**src/rtl/serial_subtractor8.sv**
```systemverilog
// Bit-serial 8-bit subtractor: Diff = A - B - Bi, one bit per clock, LSB first.
// Bo exposes the per-stage borrow chain so it can be cross-checked against the adder's carries.
module serial_subtractor8 (
  input  logic       clk,
  input  logic       rst,
  input  logic       start,
  input  logic [7:0] A,
  input  logic [7:0] B,
  input  logic       Bi,
  output logic       busy,
  output logic       done,
  output logic [7:0] Diff,
  output logic [7:0] Bo
);

  localparam int unsigned W  = 8;
  localparam int unsigned IW = 3;

  typedef enum logic [1:0] {
    IDLE = 2'd0,
    RUN  = 2'd1,
    DONE = 2'd2
  } state_t;

  state_t         state;
  logic [W-1:0]   a_q;
  logic [W-1:0]   b_q;
  logic           brw;
  logic [IW-1:0]  idx;

  logic           a_bit_c;
  logic           b_bit_c;
  logic           d_bit_c;
  logic           nb_c;

  // Single full-subtractor cell on the currently selected bit.
  always_comb begin
    a_bit_c = a_q[idx];
    b_bit_c = b_q[idx];
    d_bit_c = a_bit_c ^ b_bit_c ^ brw;
    nb_c    = (~a_bit_c & b_bit_c) | (~(a_bit_c ^ b_bit_c) & brw);
  end

  always_ff @(posedge clk) begin
    if (rst) begin
      state <= IDLE;
      a_q   <= '0;
      b_q   <= '0;
      brw   <= 1'b0;
      idx   <= '0;
      busy  <= 1'b0;
      done  <= 1'b0;
      Diff  <= '0;
      Bo    <= '0;
    end else begin
      done <= 1'b0;
      case (state)
        IDLE: begin
          if (start) begin
            a_q   <= A;
            b_q   <= B;
            brw   <= Bi;
            idx   <= '0;
            Diff  <= '0;
            Bo    <= '0;
            busy  <= 1'b1;
            state <= RUN;
          end
        end
        RUN: begin
          Diff[idx] <= d_bit_c;
          Bo[idx]   <= nb_c;
          brw       <= nb_c;
          idx       <= idx + IW'(1);
          if (idx == IW'(W - 1)) begin
            busy  <= 1'b0;
            done  <= 1'b1;
            state <= DONE;
          end
        end
        DONE: begin
          state <= IDLE;
        end
        default: begin
          busy  <= 1'b0;
          state <= IDLE;
        end
      endcase
    end
  end

endmodule

```
**config.mk**
```make
export PLATFORM = sky130hd
export DESIGN_NAME = serial_subtractor8
export DESIGN_NICKNAME = d
export VERILOG_FILES = /design/src/rtl/serial_subtractor8.sv
export SDC_FILE = /design/constraint.sdc
export NUM_CORES = 1
export LEC_CHECK = 0
export CORE_ASPECT_RATIO = 1.5
export CORE_UTILIZATION = 56
export CTS_BUF_LIST = sky130_fd_sc_hd__clkbuf_8
export CTS_CLUSTER_SIZE = 40
export DETAILED_ROUTE_END_ITERATION = 7
export GPL_ROUTABILITY_DRIVEN = 0
export PLACE_DENSITY = 0.86
export SYNTH_ARGS = -nofsm -noshare
export SYNTH_HDL_FRONTEND = slang
export SYNTH_SLANG_ARGS = --single-unit
```
**constraint.sdc**
```tcl
create_clock -name clk -period 4.19 [get_ports clk]
set_input_delay 0.6285 -clock clk [delete_from_list [all_inputs] [get_ports clk]]
set_output_delay 0.6285 -clock clk [all_outputs]
set_load 0.05 [all_outputs]
```
==> run metrics <==
top post-synthesis cells by area=dfxtp_1 (44%), a21oi_1 (9.1%), nand2_1 (7.5%), o211ai_1 (6.6%), or3_1 (3.1%); unrepaired setup endpoints after global routing=false; fin crit period=about 2.7 ns; actual slew at the worst max-slew pin=just under 1 ns; core area=between 3000 and 4000 um2; Synth Area in XOR/XNOR=0; largest net degree at the start of global routing=31; startpoint types=register; post-route setup TNS=0 ns; CP endpoint kind=register; root buffer cell=clkbuf_8; post-synthesis simple-gate area fraction=0.2305; Leakage=slightly below 0.8 nW; Via-to-Cell Ratio=5.810; area of the multi-input gates=917.1 um2; largest family of logic cells by synthesized area=simple AND/OR/NAND/NOR gates; Die ar.=about 3500 um2; Post-Syn Area=1813 um2; Cells after Synth=210; port bufs=37; layout cells sized above 1=0.05833; initial core utilization=0.6038; Unique masters post-synth=37; register area=about 800 um2; mean post-synth cell area=approximately 8.6 um2; Top delay family on crit path=flip-flops; Rel. slew slack=0.3510; mux share of post-synthesis cell area=0.04003; Hold Path Class=reg2reg; Final Core Density=0.7538; Nets=around 260; clk sinks=40; max-slew violations=0; global-route wire length before repair=7155 um; drt wl/cell=roughly 15 um; CTS max path bufs=2; area delta synth->final=24.84%; CTS Hold Bufs=0; register area share after synthesis=0.4417; final hold vios=0; Synth top area share=0.4417; crit-path cells=mux2i_1 > mux4_2 > o211ai_1 > fa_1 > or3_1 > a21oi_1; IO Count=38; vias=about 1.6k; Final Cycle Share=0.6339; CTS-repair resized insts=0; Cell Pwr Density=346.8 nW/um2; crit-path max FO=18; status=finished, final reports clean; Worst Path Buf+Inv=0; Setup Skew=about 0.0048 ns; final WL=a little over 4000 um; Setup-failing EPs final=0; number of H-tree levels=2; Critical-path top delay cell=dfxtp_1; # rows=24; Synth Area in Compound Gates=0.2105; Required @ worst endpoint=roughly 4.4 ns; Worst-Skew Late Latency=0.29 ns; Clock transition at path regs=roughly 0.070 ns; Final ANT Viol Nets=0; CTS tree=yes; Die W=around 48 um; Max IR drop VDD=approximately 0.38 mV; initial antenna violation count=0; Worst Setup Path Type=reg2reg; post-CTS setup buffers=0; adder-cell area share of the yosys netlist=0.02484; post-synth net total=between 200 and 250; Max Fclk=376.5 MHz; Seq cells post-synth=40; largest area contributor in the netlist=dfxtp_1; Max-Cap Viols=0; HPWL after DPL=3009 um; Ant. Diodes=0; synth warn=0; gr usage total=0.2735; chip height=71.69 um; GR Overflow Total=0; cts bufs inserted=5; drc violations=0; vias in the first global route=between 1.5k and 2k; Slowest Stage Delay on Critical Path=around 0.71 ns; WP data arrival=2.87 ns; Detailed Routing Iterations Pass 1=4; initial DRC count=44; fillers=between 200 and 250
-- power by group --
group	total (W)	internal (W)	switching [W]
Combinational	0.000102	0.0000454	0.0000569
Clock	0.000274	0.000147	0.000128
Sequential	0.000408	0.000394	0.0000142
-- synthesized netlist by cell type, drive strengths merged --
master	number
o21bai	2
nor3	1
o221ai	1
nand3	8
a22oi	3
a22o	1
nand2b	3
nand4	1
clkbuf	9
ha	2
o21a	1
or3b	4
dfxtp	40
o32ai	2
a221oi	1
mux4	1
nand3b	1
nand2	36
nor2	4
mux2i	5
nor2b	5
nor3b	3
a211oi	1
or3	10
a21oi	33
o211ai	16
and2	1
inv	6
fa	1
and3b	2
buf	6
-- registers in the layout, indices dropped and copies added (netlist names) --
signal,cells
busy,1
b_q,8
Bo,8
a_q,8
Diff,8
idx,3
state,2
brw,1
done,1
-- path summary, 6_finish.rpt --
| path | startpoint | endpoint | slack [ns] | cells past startpoint |
|---|---|---|---|---|
| worst max-delay path | idx[1]$_SDFFE_PP0P_ | Diff[3]$_SDFFE_PP0P_ | 1.53 | 6 |
| worst min-delay path | a_q[5]$_SDFFE_PP0P_ | a_q[5]$_SDFFE_PP0P_ | 0.46 | 2 |
| worst max register to register | idx[1]$_SDFFE_PP0P_ | Diff[3]$_SDFFE_PP0P_ | 1.53 | 6 |
| worst min register to register | a_q[5]$_SDFFE_PP0P_ | a_q[5]$_SDFFE_PP0P_ | 0.46 | 2 |
-- logic make-up (layout without fill, tap and decap cells) --
| group | Yosys count | count (layout) |
|---|---|---|
| and+or+nand+nor | 79 | 79 |
| muxes | 6 | 6 |
| adders and majority gates | 3 | 3 |
| AOI/OAI and AO/OA | 61 | 61 |
| buffers and inverters | 21 | 51 |
| DFF | 40 | 40 |
-- layout make-up --
class,count,share of cell area
inverter,6,0.009950
multi-input combinational,149,0.4052
clock buffer,7,0.04256
sequential,40,0.3538
timing repair buffer,38,0.1669
tap,39,0.02156
-- cells in the final DEF, fill, tap and decap left out, types with 2 or more instances in the layout --
cell / synthesis / layout
o32ai_1: 2 / 2
and3b_1: 2 / 2
a21oi_1: 33 / 33
o211ai_1: 16 / 16
o21bai_1: 2 / 2
mux2i_1: 5 / 5
nor3b_1: 2 / 2
a22oi_1: 3 / 3
clkbuf_8: 0 / 7
ha_1: 2 / 2
nand2_1: 36 / 36
nand2b_1: 3 / 3
dfxtp_1: 40 / 40
nor2_1: 4 / 4
clkdlybuf4s50_1: 0 / 37
inv_1: 6 / 6
nor2b_1: 5 / 5
or3b_4: 2 / 2
or3_1: 9 / 9
nand3_1: 8 / 8
-- through the flow --
stage               hold WS [ns]  total power (W)  worst slack (ns)  instances  cell area, um2
floorplan                 0.4357        0.0004806             1.911        210            1813
global placement          0.4435        0.0005126             1.714        272            2167
detailed placement        0.4504        0.0005192             1.571        272            2167
CTS                       0.4602        0.0007891             1.534        279            2263
global route              0.4750        0.0008161             1.375        279            2263
finish                    0.4581        0.0007849             1.534        279            2263
-- tightest hold or removal path, stage by stage (launching register included) --
cell,delay (ns)
dfxtp_1,0.31
nand2_1,0.05
a21oi_1,0.05
-- per-layer routing --
metal / part of all wire / wire length, um / vias to the layer above / global-route usage
li1: - / - / 806 / -
met1: 0.38 / 1578 / 752 / 0.2726
met2: 0.55 / 2271 / 50 / 0.5133
met3: 0.040 / 168 / 13 / 0.06369
met4: 0.032 / 132 / 0 / 0.1569
met5: 0 / 0 / - / 0
Note: power is estimated with default switching activity, not from simulation.
